===== src/rtl/key_entry_if.sv =====
// key_entry_if: key-pulse inputs and commit handshake between the PS/2 key
// decoder / consumer logic (master side) and key_entry_buffer (slave side).
interface key_entry_if #(
    parameter int DIGITS = 4,
    parameter int CW     = $clog2(DIGITS + 1)
);
    logic [15:0]         key_hex;
    logic                key_enter;
    logic                key_correct;
    logic                key_back;
    logic                key_yes;
    logic                key_no;
    logic                hex_mode;
    logic                commit_ready;
    logic [4*DIGITS-1:0] entry_value;
    logic [CW-1:0]       entry_count;
    logic                confirm_pending;
    logic                commit_valid;
    logic [4*DIGITS-1:0] commit_value;
    logic                key_reject;

    modport slave (
        input  key_hex, key_enter, key_correct, key_back, key_yes, key_no,
        input  hex_mode, commit_ready,
        output entry_value, entry_count, confirm_pending,
        output commit_valid, commit_value, key_reject
    );

    modport master (
        output key_hex, key_enter, key_correct, key_back, key_yes, key_no,
        output hex_mode, commit_ready,
        input  entry_value, entry_count, confirm_pending,
        input  commit_valid, commit_value, key_reject
    );
endinterface


===== src/rtl/key_entry_buffer.sv =====
// key_entry_buffer: collects one-cycle key pulses into a right-aligned nibble
// buffer (shift-in, delete, clear) and hands the finished entry to a
// valid/ready commit port. Keys arriving while a commit is outstanding are
// dropped.
// Build option: define KEY_ENTRY_CONFIRM_EN to insert a yes/no confirmation
// step between key_enter and the commit; otherwise key_enter commits directly.
module key_entry_buffer #(
    parameter int DIGITS = 4,
    parameter int CW     = $clog2(DIGITS + 1)
) (
    input logic        clk,
    input logic        rst,
    key_entry_if.slave bus
);
    localparam int W = 4 * DIGITS;

`ifdef KEY_ENTRY_CONFIRM_EN
    typedef enum logic [1:0] {EDIT = 2'd0, CONFIRM = 2'd1, COMMIT = 2'd2} state_t;
`else
    typedef enum logic {EDIT = 1'b0, COMMIT = 1'b1} state_t;
    // key_yes/key_no have no effect without the confirmation step
    logic unused_confirm_keys;
    assign unused_confirm_keys = bus.key_yes ^ bus.key_no;
`endif

    state_t        state, state_nxt;
    logic [W-1:0]  value, value_nxt;
    logic [W-1:0]  commit_val, commit_val_nxt;
    logic [CW-1:0] count, count_nxt;
    logic          reject, reject_nxt;
    logic [3:0]    digit;
    logic          digit_hit;

    assign digit_hit = |bus.key_hex;

    // Pick the lowest set key_hex bit when several digit keys pulse together
    always_comb begin
        digit = 4'd0;
        for (int i = 15; i >= 0; i--) begin
            if (bus.key_hex[i]) digit = 4'(i);
        end
    end

    // State and datapath registers; reset clears everything including a pending commit
    always_ff @(posedge clk or negedge rst) begin
        if (!rst) begin
            state      <= EDIT;
            value      <= '0;
            count      <= '0;
            commit_val <= '0;
            reject     <= 1'b0;
        end else begin
            state      <= state_nxt;
            value      <= value_nxt;
            count      <= count_nxt;
            commit_val <= commit_val_nxt;
            reject     <= reject_nxt;
        end
    end

    // Next state and buffer update; one key acts per cycle in priority order
    always_comb begin
        state_nxt      = state;
        value_nxt      = value;
        count_nxt      = count;
        commit_val_nxt = commit_val;
        reject_nxt     = 1'b0;
        case (state)
            EDIT: begin
                if (bus.key_back) begin
                    value_nxt = '0;
                    count_nxt = '0;
                end else if (bus.key_correct) begin
                    if (count != '0) begin
                        value_nxt = value >> 4;
                        count_nxt = count - CW'(1);
                    end else begin
                        reject_nxt = 1'b1;
                    end
                end else if (bus.key_enter) begin
                    if (count == '0) begin
                        reject_nxt = 1'b1;
                    end else begin
`ifdef KEY_ENTRY_CONFIRM_EN
                        state_nxt = CONFIRM;
`else
                        state_nxt      = COMMIT;
                        commit_val_nxt = value;
`endif
                    end
                end else if (digit_hit) begin
                    if (count == CW'(DIGITS)) begin
                        reject_nxt = 1'b1;
                    end else if (digit >= 4'd10 && !bus.hex_mode) begin
                        reject_nxt = 1'b1;
                    end else begin
                        // Oldest nibble falls off the top; newest lands in [3:0]
                        value_nxt = W'({value, digit});
                        count_nxt = count + CW'(1);
                    end
                end
            end
`ifdef KEY_ENTRY_CONFIRM_EN
            CONFIRM: begin
                if (bus.key_back) begin
                    value_nxt = '0;
                    count_nxt = '0;
                    state_nxt = EDIT;
                end else if (bus.key_yes) begin
                    commit_val_nxt = value;
                    state_nxt      = COMMIT;
                end else if (bus.key_no) begin
                    state_nxt = EDIT;
                end
            end
`endif
            COMMIT: begin
                // commit_valid is high throughout COMMIT, so ready alone completes the handshake
                if (bus.commit_ready) begin
                    value_nxt = '0;
                    count_nxt = '0;
                    state_nxt = EDIT;
                end
            end
            default: state_nxt = EDIT;
        endcase
    end

    // Outputs come straight from registers or decoded registered state
    always_comb begin
        bus.entry_value  = value;
        bus.entry_count  = count;
        bus.commit_value = commit_val;
        bus.key_reject   = reject;
        bus.commit_valid = (state == COMMIT);
`ifdef KEY_ENTRY_CONFIRM_EN
        bus.confirm_pending = (state == CONFIRM);
`else
        bus.confirm_pending = 1'b0;
`endif
    end
endmodule


===== src/flat_wrapper.sv =====
// flat-port wrapper written by rule: the top's interface ports become plain ports
module key_entry_buffer_flat 
#(
    parameter int DIGITS = 4,
    parameter int CW     = $clog2(DIGITS + 1)
)
  (clk, rst, bus_key_hex, bus_key_enter, bus_key_correct, bus_key_back, bus_key_yes, bus_key_no, bus_hex_mode, bus_commit_ready, bus_entry_value, bus_entry_count, bus_confirm_pending, bus_commit_valid, bus_commit_value, bus_key_reject);
  key_entry_if #(.DIGITS(DIGITS), .CW(CW)) bus_i ();
  input logic clk;
  input logic rst;
  input wire logic [$bits(bus_i.key_hex)-1:0] bus_key_hex;
  input wire logic [$bits(bus_i.key_enter)-1:0] bus_key_enter;
  input wire logic [$bits(bus_i.key_correct)-1:0] bus_key_correct;
  input wire logic [$bits(bus_i.key_back)-1:0] bus_key_back;
  input wire logic [$bits(bus_i.key_yes)-1:0] bus_key_yes;
  input wire logic [$bits(bus_i.key_no)-1:0] bus_key_no;
  input wire logic [$bits(bus_i.hex_mode)-1:0] bus_hex_mode;
  input wire logic [$bits(bus_i.commit_ready)-1:0] bus_commit_ready;
  output wire logic [$bits(bus_i.entry_value)-1:0] bus_entry_value;
  output wire logic [$bits(bus_i.entry_count)-1:0] bus_entry_count;
  output wire logic [$bits(bus_i.confirm_pending)-1:0] bus_confirm_pending;
  output wire logic [$bits(bus_i.commit_valid)-1:0] bus_commit_valid;
  output wire logic [$bits(bus_i.commit_value)-1:0] bus_commit_value;
  output wire logic [$bits(bus_i.key_reject)-1:0] bus_key_reject;
  assign bus_i.key_hex = bus_key_hex;
  assign bus_i.key_enter = bus_key_enter;
  assign bus_i.key_correct = bus_key_correct;
  assign bus_i.key_back = bus_key_back;
  assign bus_i.key_yes = bus_key_yes;
  assign bus_i.key_no = bus_key_no;
  assign bus_i.hex_mode = bus_hex_mode;
  assign bus_i.commit_ready = bus_commit_ready;
  assign bus_entry_value = bus_i.entry_value;
  assign bus_entry_count = bus_i.entry_count;
  assign bus_confirm_pending = bus_i.confirm_pending;
  assign bus_commit_valid = bus_i.commit_valid;
  assign bus_commit_value = bus_i.commit_value;
  assign bus_key_reject = bus_i.key_reject;
  key_entry_buffer #(.DIGITS(DIGITS), .CW(CW)) u_core (.clk(clk), .rst(rst), .bus(bus_i));
endmodule

===== config.mk =====
export PLATFORM = sky130hd
export DESIGN_NAME = key_entry_buffer_flat
export DESIGN_NICKNAME = d
export VERILOG_FILES = /design/src/rtl/key_entry_if.sv /design/src/rtl/key_entry_buffer.sv /design/src/flat_wrapper.sv
export SDC_FILE = /design/constraint.sdc
export NUM_CORES = 1
export LEC_CHECK = 0
export BUFFER_PORTS_ARGS = -buffer_cell sky130_fd_sc_hd__buf_2
export CORE_UTILIZATION = 50
export DETAILED_ROUTE_END_ITERATION = 6
export GPL_ROUTABILITY_DRIVEN = 1
export MAX_ROUTING_LAYER = met4
export PLACE_DENSITY = 0.79
export SLEW_MARGIN = 25
export SYNTH_ARGS = -nofsm -noshare
export SYNTH_HDL_FRONTEND = slang
export SYNTH_SLANG_ARGS = --single-unit

===== constraint.sdc =====
create_clock -name clk -period 2.3 [get_ports clk]
set_input_delay 0.23 -clock clk [delete_from_list [all_inputs] [get_ports clk]]
set_output_delay 0.23 -clock clk [all_outputs]
set_load 0.1 [all_outputs]

==> impl_metrics.csv, run 1 <==
group,metric,value,unit
layout,layout-drive-gt1-share,0.459,
synth,synthXorXnorAreaFrac,0.00458,
floorplanning,die_w,63.9,um
synth,synth_commonest_cells,"dfrtp_1, mux2_2, nor2_1",
synth,synth-seq-cells,37,
route,wirelength,3920,um
floorplanning,ioPinCount,63,
synth,postSynthNetCount,183,
global_route,grt_pass1_wl,6780,um
synth,yosys.area_share.adder,0.0105,
placed_design,place_area,2280,um2
route,vias_per_cell,5.57,
floorplanning,dieArea,4080,um2
run_status,outcome,"finished, final reports clean",
layout,diodes,0,
worst_setup_path,path_cells,"nand2b_1 > a21boi_0 > nor3_1 > a21oi_4 > o21ai_4 > mux2_2",
clocking,cts.sinks,37,
clocking,postCtsHoldBufs,0,
floorplanning,coreArea,3660,um2
clocking,root_buffer,"clkbuf_8",
route,dr.pass1.iters,4,
sta,setup_ws,344,ps
placed_design,post-place-ws,171,ps
synth,post_synth.cell_area_avg,12.2,um2
synth,syn_inst,157,
worst_setup_path,arrival,2130,ps
worst_setup_path,required,2480,ps
clocking,cts-buffers-inserted,5,
placed_design,dp_hpwl,3000,um
clocking,cts_buffer_depth,2,
layout,utilization,0.653,
global_route,grt_overflow_total,0,
synth,synth.area.top_cells,"dfrtp_1, mux2_2, mux2i_1",
worst_setup_path,critPathKind,"register to register",
layout,final_area,2390,um2
synth,async_reset_ff_frac,1.00,
placed_design,dpl.cell_count,262,
route,avgRoutedWirePerCell,14.5,um
flow_run,drv_cap,0,
clocking,clock_latency,290,ps
synth,synth_top_area_share,0.484,
placed_design,place.gp.congestion,0.905,
worst_setup_path,max_stage_delay,410,ps
synth,synth.yosys.warnings,0,
sta,tightest_slew,797,ps
worst_setup_path,cp_top_family,"compound AO/OA/AOI/OAI gates",
synth,synth_mux_area_frac,0.147,
floorplanning,start_util,0.523,
layout,fin_cells,270,
sta,fin_crit,1960,ps
global_route,antenna_found_initial,0,
synth,yosysMostFrequentCell,"dfrtp_1",
sta,slew-limit-headroom,0.469,
synth,ys_seq_area_frac,0.484,
pwr,leakage,1.26,nW
synth,synth_flop_cell,"dfrtp_1",
clocking,cts_resized,0,
clocking,cts_tree,"yes",
route,drt_iter0_markers,71,
placed_design,portBuffers,59,
synth,synth_compound_area_frac,0.184,
sta,fin_crit_sh,0.850,
floorplanning,die_y,63.9,um
clocking,htree_levels,2,
floorplanning,fp-row-count,22,
sta,hold_viol,0,
sta,whs,23.0,ps
layout,syn_to_final_growth,25.0,%
synth,synth_top_family_by_area,"compound AO/OA/AOI/OAI gates",
worst_setup_path,cpMaxStageDelayCell,"dfrtp_2",
worst_setup_path,worst-path-max-fanout,18,
synth,synth_top_area_cell,"dfrtp_1",
global_route,grt_max_degree,38,
clocking,clkSlewWorstSetupHoldPaths,70,ps
clocking,postCtsSetupBuffers,0,
synth,synth_area,1910,um2
min_path,hold_class,"primary input to async pin",
worst_setup_path,crit_path_start_kind,"register",
global_route,grt_pass1_vias,1471,
sta,fmax,511,MHz
pwr,peakVddDrop,0.599,mV
pwr,total_power,2.26,mW
sta,setup_tns,0,ps
synth,synth_edf_count,0,
sta,rsz0062_at_grt,"no",
worst_setup_path,path_buf_inv,0,
layout,final_nets,247,
sta,setup_viol,0,
synth,synthDistinctLibCells,48,
pwr,power_density,944,nW/um2
layout,nFillCells,294,
sta,finClkSkew,2.31,ps
route,ant_nets,0,
worst_setup_path,crit_path_end_kind,"register",
synth,yosys.area_share.simple,0.144,
route,via_count,1505,
global_route,track_usage,0.224,
route,drc,0,
sta,finalMaxSlewViolations,0,
path summary, 6_finish.rpt:
| path | endpoint | slack, ps | startpoint | depth (start not counted) |
|---|---|---|---|---|
| min in group clk | u_core.bus.key_reject | 270 | bus_hex_mode | 4 |
| hold / removal | u_core.bus.commit_value[11] | 20 | rst | 1 |
| setup / recovery | u_core.bus.entry_count[0] | 340 | u_core.bus.commit_valid | 6 |
| hold reg to reg | u_core.bus.commit_value[9] | 500 | u_core.bus.commit_value[9] | 1 |
| setup reg to reg | u_core.bus.entry_count[0] | 340 | u_core.bus.commit_valid | 6 |
| max in group asynchronous | u_core.bus.entry_count[0] | 1720 | rst | 1 |
cell type report:
class	count	area (um2)	area share
Multi-Input combinational cell	111	942	0.394
Clock inverter	1	30.0	0.0126
Timing Repair Buffer	62	330	0.138
Inverter	4	15.0	0.00628
Tap cell	48	60.1	0.0251
Sequential cell	37	928	0.388
Clock buffer	7	86.3	0.0361
cell families (layout without fill, tap and decap cells):
logic type / Yosys count / count (layout)
compound gates: 41 / 41
simple gates: 41 / 41
flops: 37 / 37
mux: 26 / 26
buf+inv: 9 / 74
fa+ha+maj: 1 / 1
other cells: 1 / 1
xor+xnor: 1 / 1
power breakdown:
group / internal [mW] / switching (mW) / total [mW]
sequential: 0.713 / 0.0582 / 0.771
combinational: 0.206 / 0.705 / 0.911
clock: 0.353 / 0.223 / 0.576
total: 1.27 / 0.986 / 2.26
sequential cells by signal, indices dropped and copies added (netlist names):
name,cells
u_core.bus.commit_value,16
u_core.bus.entry_value,16
u_core.bus.commit_valid,1
u_core.bus.key_reject,1
u_core.bus.entry_count,3
cell usage in the layout, fill, tap and decap left out, drive strengths merged, types with 2 or more instances in the layout:
master and count:
nor4 5, nand2b 3, or4 2, clkbuf 7, a21boi 2, nor2 10
nor3 4, buf 62, mux2i 9, o21ai 6, dfrtp 37, a31oi 2
inv 4, and3 2, a21oi 4, o211ai 2, o2bb2ai 9, mux2 17
a22o 8, nand2 9
routing by layer:
layer | GRT usage | wire [um] | part of all wire | vias up
li1 | - | - | - | 720
met3 | 0.0321 | 163 | 0.042 | 8
met5 | - | 0 | 0 | -
met2 | 0.358 | 1880 | 0.48 | 47
met4 | 0.111 | 88 | 0.022 | 0
met1 | 0.279 | 1790 | 0.46 | 730
Power figures use the tool's default switching activity.
==> inputs of run 2 (changes only) <==
--- a/config.mk
+++ b/config.mk
@@ -5,12 +5,12 @@
 export SDC_FILE = /design/constraint.sdc
 export NUM_CORES = 1
 export LEC_CHECK = 0
-export BUFFER_PORTS_ARGS = -buffer_cell sky130_fd_sc_hd__buf_2
+export BUFFER_PORTS_ARGS = -buffer_cell sky130_fd_sc_hd__buf_4
 export CORE_UTILIZATION = 50
 export DETAILED_ROUTE_END_ITERATION = 6
 export GPL_ROUTABILITY_DRIVEN = 1
 export MAX_ROUTING_LAYER = met4
-export PLACE_DENSITY = 0.79
+export PLACE_DENSITY_LB_ADDON = 0.05
 export SLEW_MARGIN = 25
 export SYNTH_ARGS = -nofsm -noshare
 export SYNTH_HDL_FRONTEND = slang
==> impl_metrics.csv, run 2 (synthesis results as in run 1) <==
group,metric,value,unit
pwr,switchingPower,1.01,mW
layout,syn_to_final_growth,33.7,%
worst_setup_path,cp-endpoint,"u_core.bus.entry_count[0]",
placed_design,dp_hpwl,3040,um
floorplanning,die_w,63.9,um
worst_setup_path,crit_cells,6,
worst_setup_path,cp_top_family,"compound AO/OA/AOI/OAI gates",
layout,utilization,0.699,
layout,final_common_cell,"buf_4",
worst_setup_path,crit_path_end_kind,"register",
global_route,grt_pass1_wl,6830,um
floorplanning,coreArea,3660,um2
route,avgRoutedWirePerCell,15.1,um
clocking,cts.sinks,37,
clocking,clkSlewWorstSetupHoldPaths,80,ps
placed_design,dpl.cell_count,262,
pwr,peakVddDrop,0.830,mV
route,drc,0,
sta,finalMaxSlewViolations,0,
worst_setup_path,arrival,2150,ps
layout,multi_input_area,942,um2
sta,whs,271,ps
worst_setup_path,rrSetupSlack,320,ps
sta,setup_ws,318,ps
floorplanning,fp-row-count,22,
clocking,root_buffer,"clkbuf_8",
floorplanning,die_y,63.9,um
sta,hold_viol,0,
clocking,cts_tree,"yes",
pwr,total_power,2.41,mW
global_route,grt_pass1_vias,1467,
placed_design,post-place-ws,146,ps
sta,fmax,505,MHz
worst_setup_path,crit_path_start_kind,"register",
layout,layout-drive-gt1-share,0.462,
sta,fin_crit_sh,0.862,
worst_setup_path,critPathKind,"register to register",
global_route,grt_overflow_total,0,
worst_setup_path,r2r_end,"u_core.bus.entry_count[0]",
layout,final_nets,248,
clocking,cts-buffers-inserted,5,
sta,finClkSkew,9.27,ps
global_route,antenna_found_initial,0,
pwr,swShare,0.419,
placed_design,place.gp.congestion,0.857,
min_path,hold_class,"primary input to register",
placed_design,portBuffers,59,
worst_setup_path,max_stage_delay,430,ps
route,ant_nets,0,
floorplanning,dieArea,4080,um2
global_route,grt_max_degree,38,
worst_setup_path,rr_worst_depth,6,
worst_setup_path,cpMaxStageDelayCell,"dfrtp_2",
sta,setup_viol,0,
clocking,htree_levels,2,
layout,final_area,2560,um2
route,dr.pass1.iters,4,
clocking,clock_latency,280,ps
pwr,power_density,941,nW/um2
run_status,outcome,"finished, final reports clean",
layout,diodes,0,
floorplanning,start_util,0.523,
global_route,track_usage,0.227,
pwr,internal-power,1.40,mW
worst_setup_path,reg2reg_from,"u_core.bus.commit_valid",
worst_setup_path,worst-path-max-fanout,18,
pwr,leakage,1.28,nW
route,via_count,1509,
worst_setup_path,path_cells,"nand2b_1 > a21boi_0 > nor3_1 > a21oi_4 > o21ai_4 > mux2_2",
pwr,p_clk_frac,0.276,
clocking,cts_buffer_depth,2,
route,drt_iter0_markers,47,
sta,setup_tns,0,ps
pwr,pwr-share-comb,0.398,
layout,fin_cells,271,
layout,register_area,928,um2
layout,nFillCells,291,
pwr,p_seq_frac,0.326,
clocking,cts_resized,0,
route,vias_per_cell,5.57,
worst_setup_path,cp-startpoint,"u_core.bus.commit_valid",
route,wirelength,4090,um
sta,rsz0062_at_grt,"no",
worst_setup_path,required,2470,ps
floorplanning,ioPinCount,63,
layout,layout_common_cells,"buf_4, dfrtp_1, mux2_2, nor2_1",
placed_design,place_area,2410,um2
flow_run,drv_cap,0,
sta,fin_crit,1980,ps
worst_setup_path,path_buf_inv,0,
run 2: cell count changes in the layout (fill, tap and decap cells not counted), sizes merged:
cell         before  now
bufinv            1    2
clkbuf            7    5
inv               4    5
dlygate4sd3       0    1
run 2: worst register-to-register path, cell delays in order, from the launching register on:
cell and delay [ps]:
dfrtp_2 430, nand2b_1 160, a21boi_0 370, nor3_1 140
a21oi_4 260, o21ai_4 190, mux2_2 320
run 2: layer usage:
layer / vias to the layer above / global-route usage / wire length (um)
met2: 48 / 0.367 / 2060
met5: - / - / 0
li1: 724 / - / -
met3: 4 / 0.0429 / 182
met4: 0 / 0.0767 / 45
met1: 733 / 0.286 / 1800
run 2: power groups by stage:
stage,Clock (mW),Sequential (mW),Combinational (mW)
final,0.663,0.786,0.957
after detailed placement,0,0.792,0.951
after global placement,0,0.789,0.948
after global routing,0.710,0.793,1.00
after floorplan,0,1.22,0.302
after CTS,0.680,0.783,0.959
run 2: cell type report:
type | instances | share of cell area
multi-input cells | 111 | 0.368
well taps | 48 | 0.0235
clock inverters | 3 | 0.0269
clock buffers | 5 | 0.0269
flip-flops and latches | 37 | 0.363
inverters | 4 | 0.00587
repair buffers | 63 | 0.186
run 2: timing repair:
item,4_1_cts,5_1_grt
buffers inserted,0,0
endpoints found under the setup margin,0,0
hold buffers,1,0
endpoints found under the hold margin,37,0
run 2: how the worst min path moves through the flow:
| stage | from | endpoint | slack [ps] | cells after the start |
|---|---|---|---|---|
| after floorplan | rst | u_core.bus.commit_valid | -70 | 0 |
| after global placement | rst | u_core.bus.commit_value[3] | 200 | 1 |
| after detailed placement | rst | u_core.bus.commit_value[6] | 210 | 1 |
| after CTS | bus_hex_mode | u_core.bus.key_reject | 260 | 4 |
| after global routing | bus_hex_mode | u_core.bus.key_reject | 290 | 4 |
| final | bus_hex_mode | u_core.bus.key_reject | 270 | 4 |
==> inputs of run 3 (changes only) <==
--- a/config.mk
+++ b/config.mk
@@ -9,8 +9,10 @@
 export CORE_UTILIZATION = 50
 export DETAILED_ROUTE_END_ITERATION = 6
 export GPL_ROUTABILITY_DRIVEN = 1
+export GPL_TIMING_DRIVEN = 0
 export MAX_ROUTING_LAYER = met4
 export PLACE_DENSITY_LB_ADDON = 0.05
+export SKIP_LAST_GASP = 1
 export SLEW_MARGIN = 25
 export SYNTH_ARGS = -nofsm -noshare
 export SYNTH_HDL_FRONTEND = slang
==> impl_metrics.csv, run 3 (synthesis results as in run 1) <==
group,metric,value,unit
sta,fin_crit,2080,ps
sta,tightest_slew,682,ps
pwr,total_power,2.43,mW
clocking,postCtsSetupBuffers,0,
worst_setup_path,critPathKind,"register to register",
sta,fin_crit_sh,0.904,
sta,finalMaxSlewViolations,0,
global_route,grt_pass1_vias,1467,
worst_setup_path,reg2reg_from,"u_core.bus.commit_valid",
sta,hold_viol,0,
global_route,grt_overflow_total,0,
worst_setup_path,rr_worst_depth,6,
global_route,grt_max_degree,38,
placed_design,place.gp.congestion,0.837,
pwr,power_density,947,nW/um2
layout,final_common_cell,"buf_4",
clocking,clock_latency,290,ps
clocking,cts.sinks,37,
layout,final_nets,250,
global_route,grt_pass1_wl,7180,um
sta,fmax,481,MHz
layout,syn_to_final_growth,34.2,%
clocking,root_buffer,"clkbuf_8",
clocking,htree_levels,2,
clocking,cts-buffers-inserted,5,
sta,whs,279,ps
layout,diodes,0,
layout,layout_common_cells,"buf_4, dfrtp_1, mux2_2, nor2_1",
route,drc,0,
route,drt_iter0_markers,81,
route,via_count,1502,
placed_design,post-place-ws,71.9,ps
floorplanning,coreArea,3660,um2
layout,register_area,928,um2
layout,utilization,0.701,
placed_design,place_area,2420,um2
route,ant_nets,0,
clocking,cts_tree,"yes",
pwr,peakVddDrop,0.968,mV
route,vias_per_cell,5.50,
layout,multi_input_area,942,um2
route,dr.pass1.iters,4,
layout,final_area,2570,um2
global_route,antenna_found_initial,0,
sta,setup_tns,0,ps
floorplanning,start_util,0.523,
placed_design,dpl.cell_count,264,
layout,layout-drive-gt1-share,0.458,
floorplanning,ioPinCount,63,
worst_setup_path,rrSetupSlack,220,ps
layout,nFillCells,286,
floorplanning,die_y,63.9,um
worst_setup_path,arrival,2250,ps
placed_design,portBuffers,59,
worst_setup_path,crit_path_end_kind,"register",
min_path,hold_class,"primary input to register",
sta,setup_ws,222,ps
layout,fin_cells,273,
min_path,worstHoldStart,"bus_key_back",
min_path,min_to,"u_core.bus.key_reject",
flow_run,drv_cap,0,
clocking,cts_buffer_depth,2,
worst_setup_path,required,2470,ps
sta,rsz0062_at_grt,"no",
clocking,clkSlewWorstSetupHoldPaths,80,ps
floorplanning,die_w,63.9,um
sta,finClkSkew,9.87,ps
sta,slew-limit-headroom,0.546,
worst_setup_path,worst-path-max-fanout,6,
worst_setup_path,crit_path_start_kind,"register",
min_path,hold_depth,3,
placed_design,dp_hpwl,3220,um
worst_setup_path,r2r_end,"u_core.bus.entry_count[0]",
pwr,leakage,1.29,nW
sta,setup_viol,0,
floorplanning,dieArea,4080,um2
global_route,track_usage,0.238,
route,avgRoutedWirePerCell,15.7,um
route,wirelength,4280,um
run_status,outcome,"finished, final reports clean",
floorplanning,fp-row-count,22,
[run 3: cell type report]
| cell class | instances | share of cell area |
|---|---|---|
| Timing Repair Buffer | 60 | 0.176 |
| Clock inverter | 3 | 0.0268 |
| Tap cell | 48 | 0.0234 |
| Clock buffer | 5 | 0.0268 |
| Multi-Input combinational cell | 111 | 0.367 |
| Inverter | 4 | 0.00585 |
| Buffer | 5 | 0.0122 |
| Sequential cell | 37 | 0.362 |
[run 3: report_power, final]
group / switching, mW / internal (mW)
combinational: 0.716 / 0.256
clock: 0.244 / 0.437
sequential: 0.0664 / 0.712
[run 3: worst max-delay path by stage]
stage                         startpoint                          to  slack (ps)  depth (start not counted)
2_1_floorplan  u_core.bus.entry_count[2]  u_core.bus.commit_value[0]          10                          4
3_3_place_gp             bus_key_hex[15]   u_core.bus.entry_count[1]         140                          8
3_5_place_dp   u_core.bus.entry_count[0]  u_core.bus.commit_value[0]          70                          4
4_1_cts        u_core.bus.entry_count[0]  u_core.bus.commit_value[0]          60                          4
5_1_grt          u_core.bus.commit_valid   u_core.bus.entry_count[0]          50                          6
6_report         u_core.bus.commit_valid   u_core.bus.entry_count[0]         220                          6
[run 3: what timing repair did]
item | in CTS | in global routing
gates resized for setup | 0 | 2
setup endpoints to repair | 0 | 9
hold endpoints to repair | 37 | 0
hold buffers | 1 | 0
[run 3: routing by layer]
layer,track usage,share of wire,wire (um)
met5,-,0,0
met4,0.0682,0.0084,36
met3,0.0482,0.037,158
met2,0.364,0.49,2090
met1,0.321,0.47,1990
[run 3: critical path, stage by stage, from the launching register on]
cell and delay (ps):
dfrtp_2 430, nor2_1 350, a21boi_0 250, nor3_1 320, a21oi_4 140, and3_4 220, mux2_2 250
